**src/rtl/ghost_dist_map_writer_if.sv**
```systemverilog
// ghost_dist_map_writer_if: positions in, wall ROM read port, map RAM write port and status out
interface ghost_dist_map_writer_if;
    logic       start;
    logic [5:0] curr_pacman_x;
    logic [4:0] curr_pacman_y;
    logic [5:0] prev_ghost1_x;
    logic [4:0] prev_ghost1_y;
    logic [5:0] prev_ghost2_x;
    logic [4:0] prev_ghost2_y;
    logic [5:0] wall_rdaddr_x;
    logic [4:0] wall_rdaddr_y;
    logic       wall_q;
    logic       wren;
    logic [5:0] wraddr_x;
    logic [4:0] wraddr_y;
    logic [7:0] wrdata;
    logic       ready;
    logic       map_done;
    modport master (
        output start, curr_pacman_x, curr_pacman_y, prev_ghost1_x, prev_ghost1_y,
               prev_ghost2_x, prev_ghost2_y, wall_q,
        input  wall_rdaddr_x, wall_rdaddr_y, wren, wraddr_x, wraddr_y, wrdata, ready, map_done
    );
    modport slave (
        input  start, curr_pacman_x, curr_pacman_y, prev_ghost1_x, prev_ghost1_y,
               prev_ghost2_x, prev_ghost2_y, wall_q,
        output wall_rdaddr_x, wall_rdaddr_y, wren, wraddr_x, wraddr_y, wrdata, ready, map_done
    );
endinterface

```
**src/rtl/ghost_dist_map_writer.sv**
```systemverilog
// ghost_dist_map_writer: sweeps the grid, writing Manhattan distance to pacman plus ghost-reverse penalty into the map RAM
module ghost_dist_map_writer #(
    parameter int COLS         = 40,
    parameter int ROWS         = 30,
    parameter int WALL_VAL     = 255,
    parameter int PREV_PENALTY = 8
) (
    input logic CLOCK_50,
    input logic reset,
    ghost_dist_map_writer_if.slave bus
);
    typedef enum logic [1:0] {IDLE, SWEEP, DRAIN} state_t;
    localparam logic [5:0] X_LAST = 6'(COLS - 1);
    localparam logic [4:0] Y_LAST = 5'(ROWS - 1);
    localparam logic [8:0] PEN    = 9'(PREV_PENALTY);
    localparam logic [7:0] WALL   = 8'(WALL_VAL);
    state_t     state, state_nxt;
    logic       pending, pend_nxt, diff, last, wr_valid, ready, map_done;
    logic [5:0] x_cnt, wr_x, s_px, s_g1x, s_g2x, dx;
    logic [4:0] y_cnt, wr_y, s_py, s_g1y, s_g2y, dy;
    logic [8:0] sum;
    logic [7:0] cost;
    always_comb begin
        diff      = {bus.curr_pacman_x, bus.curr_pacman_y, bus.prev_ghost1_x, bus.prev_ghost1_y,
                     bus.prev_ghost2_x, bus.prev_ghost2_y} != {s_px, s_py, s_g1x, s_g1y, s_g2x, s_g2y};
        pend_nxt  = pending | bus.start | diff;
        last      = x_cnt == X_LAST && y_cnt == Y_LAST;
        state_nxt = state == IDLE ? (pend_nxt ? SWEEP : IDLE) :
                    state == SWEEP ? (last ? DRAIN : SWEEP) : IDLE;
    end
    always_ff @(posedge CLOCK_50 or negedge reset) begin
        if (!reset) begin
            state    <= IDLE;
            pending  <= 1'b1;
            ready    <= 1'b0;
            map_done <= 1'b0;
            wr_valid <= 1'b0;
            {x_cnt, y_cnt, wr_x, wr_y} <= '0;
            {s_px, s_py, s_g1x, s_g1y, s_g2x, s_g2y} <= '0;
        end else begin
            state    <= state_nxt;
            map_done <= state == DRAIN;
            wr_valid <= state == SWEEP;
            if (state == SWEEP) begin
                wr_x  <= x_cnt;
                wr_y  <= y_cnt;
                x_cnt <= x_cnt == X_LAST ? 6'd0 : x_cnt + 6'd1;
                if (x_cnt == X_LAST) y_cnt <= last ? 5'd0 : y_cnt + 5'd1;
            end
            if (state == IDLE && pend_nxt) begin
                {s_px, s_py, s_g1x, s_g1y, s_g2x, s_g2y} <= {bus.curr_pacman_x, bus.curr_pacman_y,
                    bus.prev_ghost1_x, bus.prev_ghost1_y, bus.prev_ghost2_x, bus.prev_ghost2_y};
                pending <= 1'b0;
                ready   <= 1'b0;
            end else begin
                pending <= pend_nxt;
                // a change seen during the final cycle still invalidates the map
                if (state == DRAIN) ready <= !pend_nxt;
            end
        end
    end
    always_comb begin
        dx   = wr_x >= s_px ? wr_x - s_px : s_px - wr_x;
        dy   = wr_y >= s_py ? wr_y - s_py : s_py - wr_y;
        sum  = 9'(dx) + 9'(dy) + ({wr_x, wr_y} == {s_g1x, s_g1y} ? PEN : 9'd0)
                               + ({wr_x, wr_y} == {s_g2x, s_g2y} ? PEN : 9'd0);
        cost = bus.wall_q ? WALL : sum > 9'd254 ? 8'd254 : sum[7:0];
    end
    assign bus.wall_rdaddr_x = x_cnt;
    assign bus.wall_rdaddr_y = y_cnt;
    assign bus.wren          = wr_valid;
    assign bus.wraddr_x      = wr_x;
    assign bus.wraddr_y      = wr_y;
    assign bus.wrdata        = wr_valid ? cost : 8'd0;
    assign bus.ready         = ready;
    assign bus.map_done      = map_done;
endmodule

```
**src/flat_wrapper.sv**
```systemverilog
// flat-port wrapper written by rule: the top's interface ports become plain ports
module ghost_dist_map_writer_flat 
#(
    parameter int COLS         = 40,
    parameter int ROWS         = 30,
    parameter int WALL_VAL     = 255,
    parameter int PREV_PENALTY = 8
)
  (CLOCK_50, reset, bus_start, bus_curr_pacman_x, bus_curr_pacman_y, bus_prev_ghost1_x, bus_prev_ghost1_y, bus_prev_ghost2_x, bus_prev_ghost2_y, bus_wall_q, bus_wall_rdaddr_x, bus_wall_rdaddr_y, bus_wren, bus_wraddr_x, bus_wraddr_y, bus_wrdata, bus_ready, bus_map_done);
  ghost_dist_map_writer_if bus_i ();
  input logic CLOCK_50;
  input logic reset;
  input wire logic [$bits(bus_i.start)-1:0] bus_start;
  input wire logic [$bits(bus_i.curr_pacman_x)-1:0] bus_curr_pacman_x;
  input wire logic [$bits(bus_i.curr_pacman_y)-1:0] bus_curr_pacman_y;
  input wire logic [$bits(bus_i.prev_ghost1_x)-1:0] bus_prev_ghost1_x;
  input wire logic [$bits(bus_i.prev_ghost1_y)-1:0] bus_prev_ghost1_y;
  input wire logic [$bits(bus_i.prev_ghost2_x)-1:0] bus_prev_ghost2_x;
  input wire logic [$bits(bus_i.prev_ghost2_y)-1:0] bus_prev_ghost2_y;
  input wire logic [$bits(bus_i.wall_q)-1:0] bus_wall_q;
  output wire logic [$bits(bus_i.wall_rdaddr_x)-1:0] bus_wall_rdaddr_x;
  output wire logic [$bits(bus_i.wall_rdaddr_y)-1:0] bus_wall_rdaddr_y;
  output wire logic [$bits(bus_i.wren)-1:0] bus_wren;
  output wire logic [$bits(bus_i.wraddr_x)-1:0] bus_wraddr_x;
  output wire logic [$bits(bus_i.wraddr_y)-1:0] bus_wraddr_y;
  output wire logic [$bits(bus_i.wrdata)-1:0] bus_wrdata;
  output wire logic [$bits(bus_i.ready)-1:0] bus_ready;
  output wire logic [$bits(bus_i.map_done)-1:0] bus_map_done;
  assign bus_i.start = bus_start;
  assign bus_i.curr_pacman_x = bus_curr_pacman_x;
  assign bus_i.curr_pacman_y = bus_curr_pacman_y;
  assign bus_i.prev_ghost1_x = bus_prev_ghost1_x;
  assign bus_i.prev_ghost1_y = bus_prev_ghost1_y;
  assign bus_i.prev_ghost2_x = bus_prev_ghost2_x;
  assign bus_i.prev_ghost2_y = bus_prev_ghost2_y;
  assign bus_i.wall_q = bus_wall_q;
  assign bus_wall_rdaddr_x = bus_i.wall_rdaddr_x;
  assign bus_wall_rdaddr_y = bus_i.wall_rdaddr_y;
  assign bus_wren = bus_i.wren;
  assign bus_wraddr_x = bus_i.wraddr_x;
  assign bus_wraddr_y = bus_i.wraddr_y;
  assign bus_wrdata = bus_i.wrdata;
  assign bus_ready = bus_i.ready;
  assign bus_map_done = bus_i.map_done;
  ghost_dist_map_writer #(.COLS(COLS), .ROWS(ROWS), .WALL_VAL(WALL_VAL), .PREV_PENALTY(PREV_PENALTY)) u_core (.CLOCK_50(CLOCK_50), .reset(reset), .bus(bus_i));
endmodule
```
**config.mk**
```make
export PLATFORM = sky130hd
export DESIGN_NAME = ghost_dist_map_writer_flat
export DESIGN_NICKNAME = d
export VERILOG_FILES = /design/src/rtl/ghost_dist_map_writer_if.sv /design/src/rtl/ghost_dist_map_writer.sv /design/src/flat_wrapper.sv
export SDC_FILE = /design/constraint.sdc
export NUM_CORES = 1
export LEC_CHECK = 0
export CORE_MARGIN = 2
export CORE_UTILIZATION = 54
export DETAILED_ROUTE_END_ITERATION = 8
export GPL_TIMING_DRIVEN = 1
export PLACE_DENSITY = 0.91
export SKIP_LAST_GASP = 1
export SLEW_MARGIN = 30
export SYNTH_ARGS = -nofsm -noshare
export SYNTH_HDL_FRONTEND = slang
export SYNTH_SLANG_ARGS = --single-unit
```
**constraint.sdc**
```tcl
create_clock -name CLOCK_50 -period 5.6 [get_ports CLOCK_50]
set_input_delay 0.56 -clock CLOCK_50 [delete_from_list [all_inputs] [get_ports CLOCK_50]]
set_output_delay 0.56 -clock CLOCK_50 [all_outputs]
set_load 0.05 [all_outputs]
```
==> results of run 1 <==
[layout by cell type (no fill, tap or decap), types with 2 or more instances in the layout]
cell	instances
a21boi_0	2
a21o_1	11
a21oi_1	16
and3_1	3
and4_1	3
buf_4	4
clkbuf_8	9
clkdlybuf4s50_1	63
clkinv_2	2
clkinvlp_4	2
dfrtp_1	60
dlymetal6s2s_1	3
fa_1	6
ha_1	30
inv_1	34
mux2_2	7
mux2_4	29
mux2i_1	6
nand2_1	28
nand2b_1	2
nand3_1	6
nand4_1	7
nor2_1	5
nor2b_1	4
nor3_1	7
nor4_1	10
o21a_1	4
o21ai_0	20
o21bai_1	2
o221ai_1	2
xnor2_1	18
xor2_1	49
[where the power goes]
part           internal (mW)  switching (mW)
sequential             0.453          0.0160
combinational          0.116           0.133
clock                  0.204           0.185
total                  0.773           0.334
[layout make-up]
cell class              count  area (µm²)
multi-input cells         297        2586
clock inverters             6       63.81
inverters                  35       131.4
clock buffers              10       127.6
well taps                 102       127.6
repair buffers             72       708.2
fillers                   551        2455
flip-flops and latches     61        1528
[layer usage]
layer  up-vias  wire length, µm  part of all wire [%]  track usage, %
li1       1555                -                     -               -
met1      1620             4416                    43           31.42
met2       109             4949                    48           42.15
met3        35              502                   4.9           5.721
met4         0              370                   3.6           10.91
met5         -                0                     0               0
[critical path, stage by stage (launching register included)]
cell and delay, ns:
dfrtp_1 0.44, inv_1 0.12, ha_1 0.19, inv_1 0.06, fa_1 0.39, a21o_1 0.21
nor3b_1 0.16, nor3_2 0.20, buf_4 0.19, mux2i_1 0.25, xnor2_1 0.15, ha_1 0.29
a21oi_1 0.24, xnor2_1 0.18, fa_1 0.21, inv_1 0.04, ha_1 0.19, ha_1 0.23
o31a_1 0.29, o311a_1 0.11, buf_4 0.19
[what timing repair did]
item | in CTS | in global routing
hold buffers | 0 | 0
gates resized for setup | 1 | 5
setup endpoints to repair | 1 | 4
[cells by family (layout without fill, tap and decap cells)]
kind of cell               Yosys count  after routing  share of synthesized area [%]
AOI/OAI and AO/OA                   70             70                          11.07
muxes                               42             42                          13.37
DFF                                 61             61                          35.58
xor gates and xnor gates            67             67                          13.67
and+or+nand+nor                     82             82                          10.43
adders and majority gates           36             36                          11.54
buffers and inverters               43            123                          4.341
[flip-flops by register name (all words and copies together), names as in the netlist]
name,count
u_core.bus.wall_rdaddr_y,5
u_core.bus.wraddr_y,5
u_core.pending,1
u_core.s_g1y,5
u_core.s_g2y,5
u_core.bus.ready,1
u_core.s_px,6
u_core.bus.wraddr_x,6
u_core.bus.wren,1
u_core.bus.wall_rdaddr_x,6
u_core.state,2
u_core.s_g2x,6
u_core.s_py,5
u_core.s_g1x,6
u_core.bus.map_done,1
[final timing paths]
| path | to | slack [ns] | depth (start not counted) |
|---|---|---|---|
| worst max register to register | u_core.s_g1x[0] | 2.88 | 7 |
| worst max-delay path | bus_wrdata[6] | 0.36 | 20 |
| worst min register to register | u_core.bus.ready | 0.51 | 1 |
| worst min-delay path | u_core.bus.wall_rdaddr_x[3] | 0.33 | 2 |
| min in group CLOCK_50 | u_core.bus.ready | 0.51 | 1 |
| max in group asynchronous | u_core.bus.wall_rdaddr_y[4] | 4.73 | 2 |
==> results.toml, run 1 <==
[synth]
synth.distinct_cells = 50
ys.flop_type = "dfrtp_1"
synth-async-reset-ratio_pct = 100.0
synth-edff-count = 0
yosysSeqAreaShare_pct = 35.58
synth_most_common_cell = "dfrtp_1"
syn_area_per_cell_um2 = 10.71
yosys-top-cells-count = "dfrtp_1 (60), xor2_1 (49), inv_1 (34)"
yosys_warnings = 0
synthCells = 401
ys_ff_latch = 61
synthTopCellsByArea = "dfrtp_1 (35%), mux2_4 (10%), xor2_1 (10%)"
yosysTopAreaCell = "dfrtp_1"
synth_nets = 474
synth_area_mm2 = 0.004294
yosys.area.top_type_share_pct = 34.97

[outcome]
outcome = "finished, final reports clean"

[layout]
fin_area_mm2 = 0.005273
drive_gt1_share_pct = 13.31
areaGrowthSynthToFinish_pct = 22.79
fin_cells = 583
fin_util_pct = 68.23
nets = 549
antenna_cells = 0

[sta]
skew_ns = 0.01491
timing.final.ws_setup_ns = 0.3645
worst_slew_pin_slew_ns = 0.7699
slew_violations = 0
maxSlewHeadroom_pct = 48.67
rsz0062_at_grt = "no"
min_period_ns = 5.235
setup_viol = 0
final.setup.tns_ns = 0
post-route-period-util_pct = 93.49
whs_ns = 0.3350
hold_viol_final = 0
clock.fmax_mhz = 191.0

[critical_path]
cp.arrival_ns = 4.68
startpoint = "u_core.bus.wraddr_x[0]"
cp-start-kind = "register"
path_max_fanout = 5
cp-end-kind = "output port"
crit_required_ns = 5.04
crit_type = "reg -> out"
r2r_start = "u_core.s_px[4]"

[clocking]
cts_tree = "done"
clk_latency_ns = 0.36
cts_buffers = 9
cts-root-buf = "clkbuf_8"
numClockSinks = 61
post_cts.repair.setup_buffers = 0
clk_pin_slew_ns = 0.07
cts_buffer_depth = 2
htreeDepth = 3

[grt]
track_usage_pct = 25.23
grt_pass1_vias = 3429
overflow = 0
grt_antenna_before_repair = 0
grt_max_degree = 62
grt_pass1_wl_mm = 16.83

[placement]
preCtsSetupSlack_ns = 0.3515
dp.cells = 567
placed_area_mm2 = 0.005079
port_buffers = 69
routabilityCongestion = 0.9125
dp_hpwl_mm = 7.669

[die]
rows = 32
initial_core_util_pct = 55.57
io_pins = 70
die_area_mm2 = 0.008682
die_x_um = 93.18
dieHeight_um = 93.18
core_mm2 = 0.007727

[pwr]
ir_worst_vdd_uv = 155.2
p_per_area_mw_per_mm2 = 210.1
finalPower_mw = 1.108
p_leak_nw = 2.388

[routing]
postRouteAntennaNets = 0
vias_per_cell = 5.693
num_vias = 3319
avgRoutedWirePerCell_um = 17.56
drt_iter0_markers = 228
firstDrtPassIters = 4
totalWireLength_mm = 10.24
drc = 0

[flow_run]
drv_cap = 0

[hold_path]
holdCritPathClass = "in -> async"
Power figures use the tool's default switching activity.
==> run 2: changes to the inputs <==
--- a/config.mk
+++ b/config.mk
@@ -5,7 +5,6 @@
 export SDC_FILE = /design/constraint.sdc
 export NUM_CORES = 1
 export LEC_CHECK = 0
-export CORE_MARGIN = 2
 export CORE_UTILIZATION = 54
 export DETAILED_ROUTE_END_ITERATION = 8
 export GPL_TIMING_DRIVEN = 1
==> results.toml, run 2 (synthesis results as in run 1) <==
[critical_path]
crit_required_ns = 5.04
cp-end-kind = "output port"
cp.arrival_ns = 4.83
path_max_fanout = 5
cp-start-kind = "register"
crit_type = "reg -> out"

[grt]
grt_antenna_before_repair = 0
overflow = 0
grt_pass1_vias = 3425
grt_pass1_wl_mm = 17.16
grt_max_degree = 62
track_usage_pct = 26.77

[sta]
post-route-period-util_pct = 96.24
final.setup.tns_ns = 0
worst_slew_pin_slew_ns = 0.7598
rsz0062_at_grt = "no"
min_period_ns = 5.390
slew_violations = 0
timing.final.ws_setup_ns = 0.2103
clock.fmax_mhz = 185.5
maxSlewHeadroom_pct = 49.35
setup_viol = 0
hold_viol_final = 0
skew_ns = 0.007616

[die]
rows = 32
core_mm2 = 0.007727
initial_core_util_pct = 55.57
io_pins = 70
die_area_mm2 = 0.008313
dieHeight_um = 91.18
die_x_um = 91.18

[routing]
firstDrtPassIters = 4
avgRoutedWirePerCell_um = 17.50
drc = 0
vias_per_cell = 5.594
drt_iter0_markers = 160
num_vias = 3267
totalWireLength_mm = 10.22
postRouteAntennaNets = 0

[placement]
dp_hpwl_mm = 7.755
port_buffers = 69
routabilityCongestion = 0.8634
preCtsSetupSlack_ns = 0.2527

[layout]
areaGrowthSynthToFinish_pct = 23.60
drive_gt1_share_pct = 13.49
antenna_cells = 0
nets = 550
fillCellCount = 530
multi_input_area_mm2 = 0.002586
mostFrequentLayoutCell = "clkdlybuf4s50_1"
regArea_mm2 = 0.001528
final_cell_mix = "clkdlybuf4s50_1 (64), dfrtp_1 (60), xor2_1 (49), inv_1 (34), ha_1 (30)"

[clocking]
cts_buffer_depth = 2
cts_tree = "done"
cts-root-buf = "clkbuf_8"
numClockSinks = 61
clk_latency_ns = 0.34
htreeDepth = 3
cts_buffers = 9
clk_pin_slew_ns = 0.07

[hold_path]
holdCritPathClass = "in -> async"

[pwr]
p_per_area_mw_per_mm2 = 216.2
p_leak_nw = 2.405
ir_worst_vdd_uv = 200.1

[flow_run]
drv_cap = 0

[outcome]
outcome = "finished, final reports clean"
run 2: routing by layer:
layer / up-vias / track usage, % / part of all wire [%]
met2: 79 / 45.39 / 50
met1: 1619 / 33.46 / 43
li1: 1552 / - / -
met5: - / 0 / 0
met4: 0 / 9.921 / 2.8
met3: 17 / 5.863 / 3.9
run 2: worst paths after layout:
check / start / depth (start not counted) / to / slack (ns)
max: u_core.bus.wraddr_x[0] / 18 / bus_wrdata[4] / 0.21
min: reset / 2 / u_core.bus.wall_rdaddr_x[3] / 0.36
max reg2reg: u_core.s_px[1] / 7 / u_core.s_px[3] / 2.77
min reg2reg: u_core.bus.ready / 1 / u_core.bus.ready / 0.50
max in group asynchronous: reset / 2 / u_core.s_px[0] / 4.73
min in group CLOCK_50: u_core.bus.ready / 1 / u_core.bus.ready / 0.50
run 2: final cells by class:
cell class | instances | area share, %
tap | 102 | 2.405
sequential | 61 | 28.78
clock inverter | 7 | 1.697
inverter | 35 | 2.475
timing repair buffer | 73 | 13.58
clock buffer | 9 | 2.334
multi-input combinational | 297 | 48.73
run 2: stage by stage:
| step | cell area [µm²] | utilization [%] | hold WS, ns | cells | power (mW) |
|---|---|---|---|---|---|
| after global placement | 5071 | 65.63 | 0.4788 | 566 | 0.7166 |
| after global routing | 5308 | 68.69 | 0.4374 | 584 | 1.198 |
| after floorplan | 4294 | - | 0.2644 | 401 | 0.6356 |
| after CTS | 5300 | 68.59 | 0.3964 | 584 | 1.152 |
| final | 5308 | 68.69 | 0.3578 | 584 | 1.147 |
| after detailed placement | 5071 | 65.63 | 0.4888 | 566 | 0.7247 |
run 2: critical path: stages (launching register included):
cell,delay (ns)
dfrtp_1,0.44
inv_1,0.12
ha_1,0.18
inv_1,0.06
fa_1,0.38
a21o_1,0.20
nor3b_1,0.16
nor3_2,0.16
buf_4,0.16
mux2_2,0.36
ha_1,0.28
a21o_1,0.15
a21oi_1,0.21
xnor2_1,0.11
fa_1,0.36
inv_1,0.06
ha_1,0.22
o21a_1,0.19
clkdlybuf4s50_1,0.69
run 2: where the power goes:
group          internal, mW  switching, mW
sequential            0.453         0.0167
clock                 0.248          0.180
combinational         0.119          0.132
run 2: what timing repair did:
| action | in CTS | in global routing |
|---|---|---|
| setup endpoints to repair | 2 | 3 |
| hold buffers | 0 | 0 |
| buffers inserted | 2 | 0 |
| hold endpoints to repair | 0 | 0 |
| pin swaps | 1 | 0 |
| resized for setup | 0 | 3 |
| gates cloned | 0 | 0 |
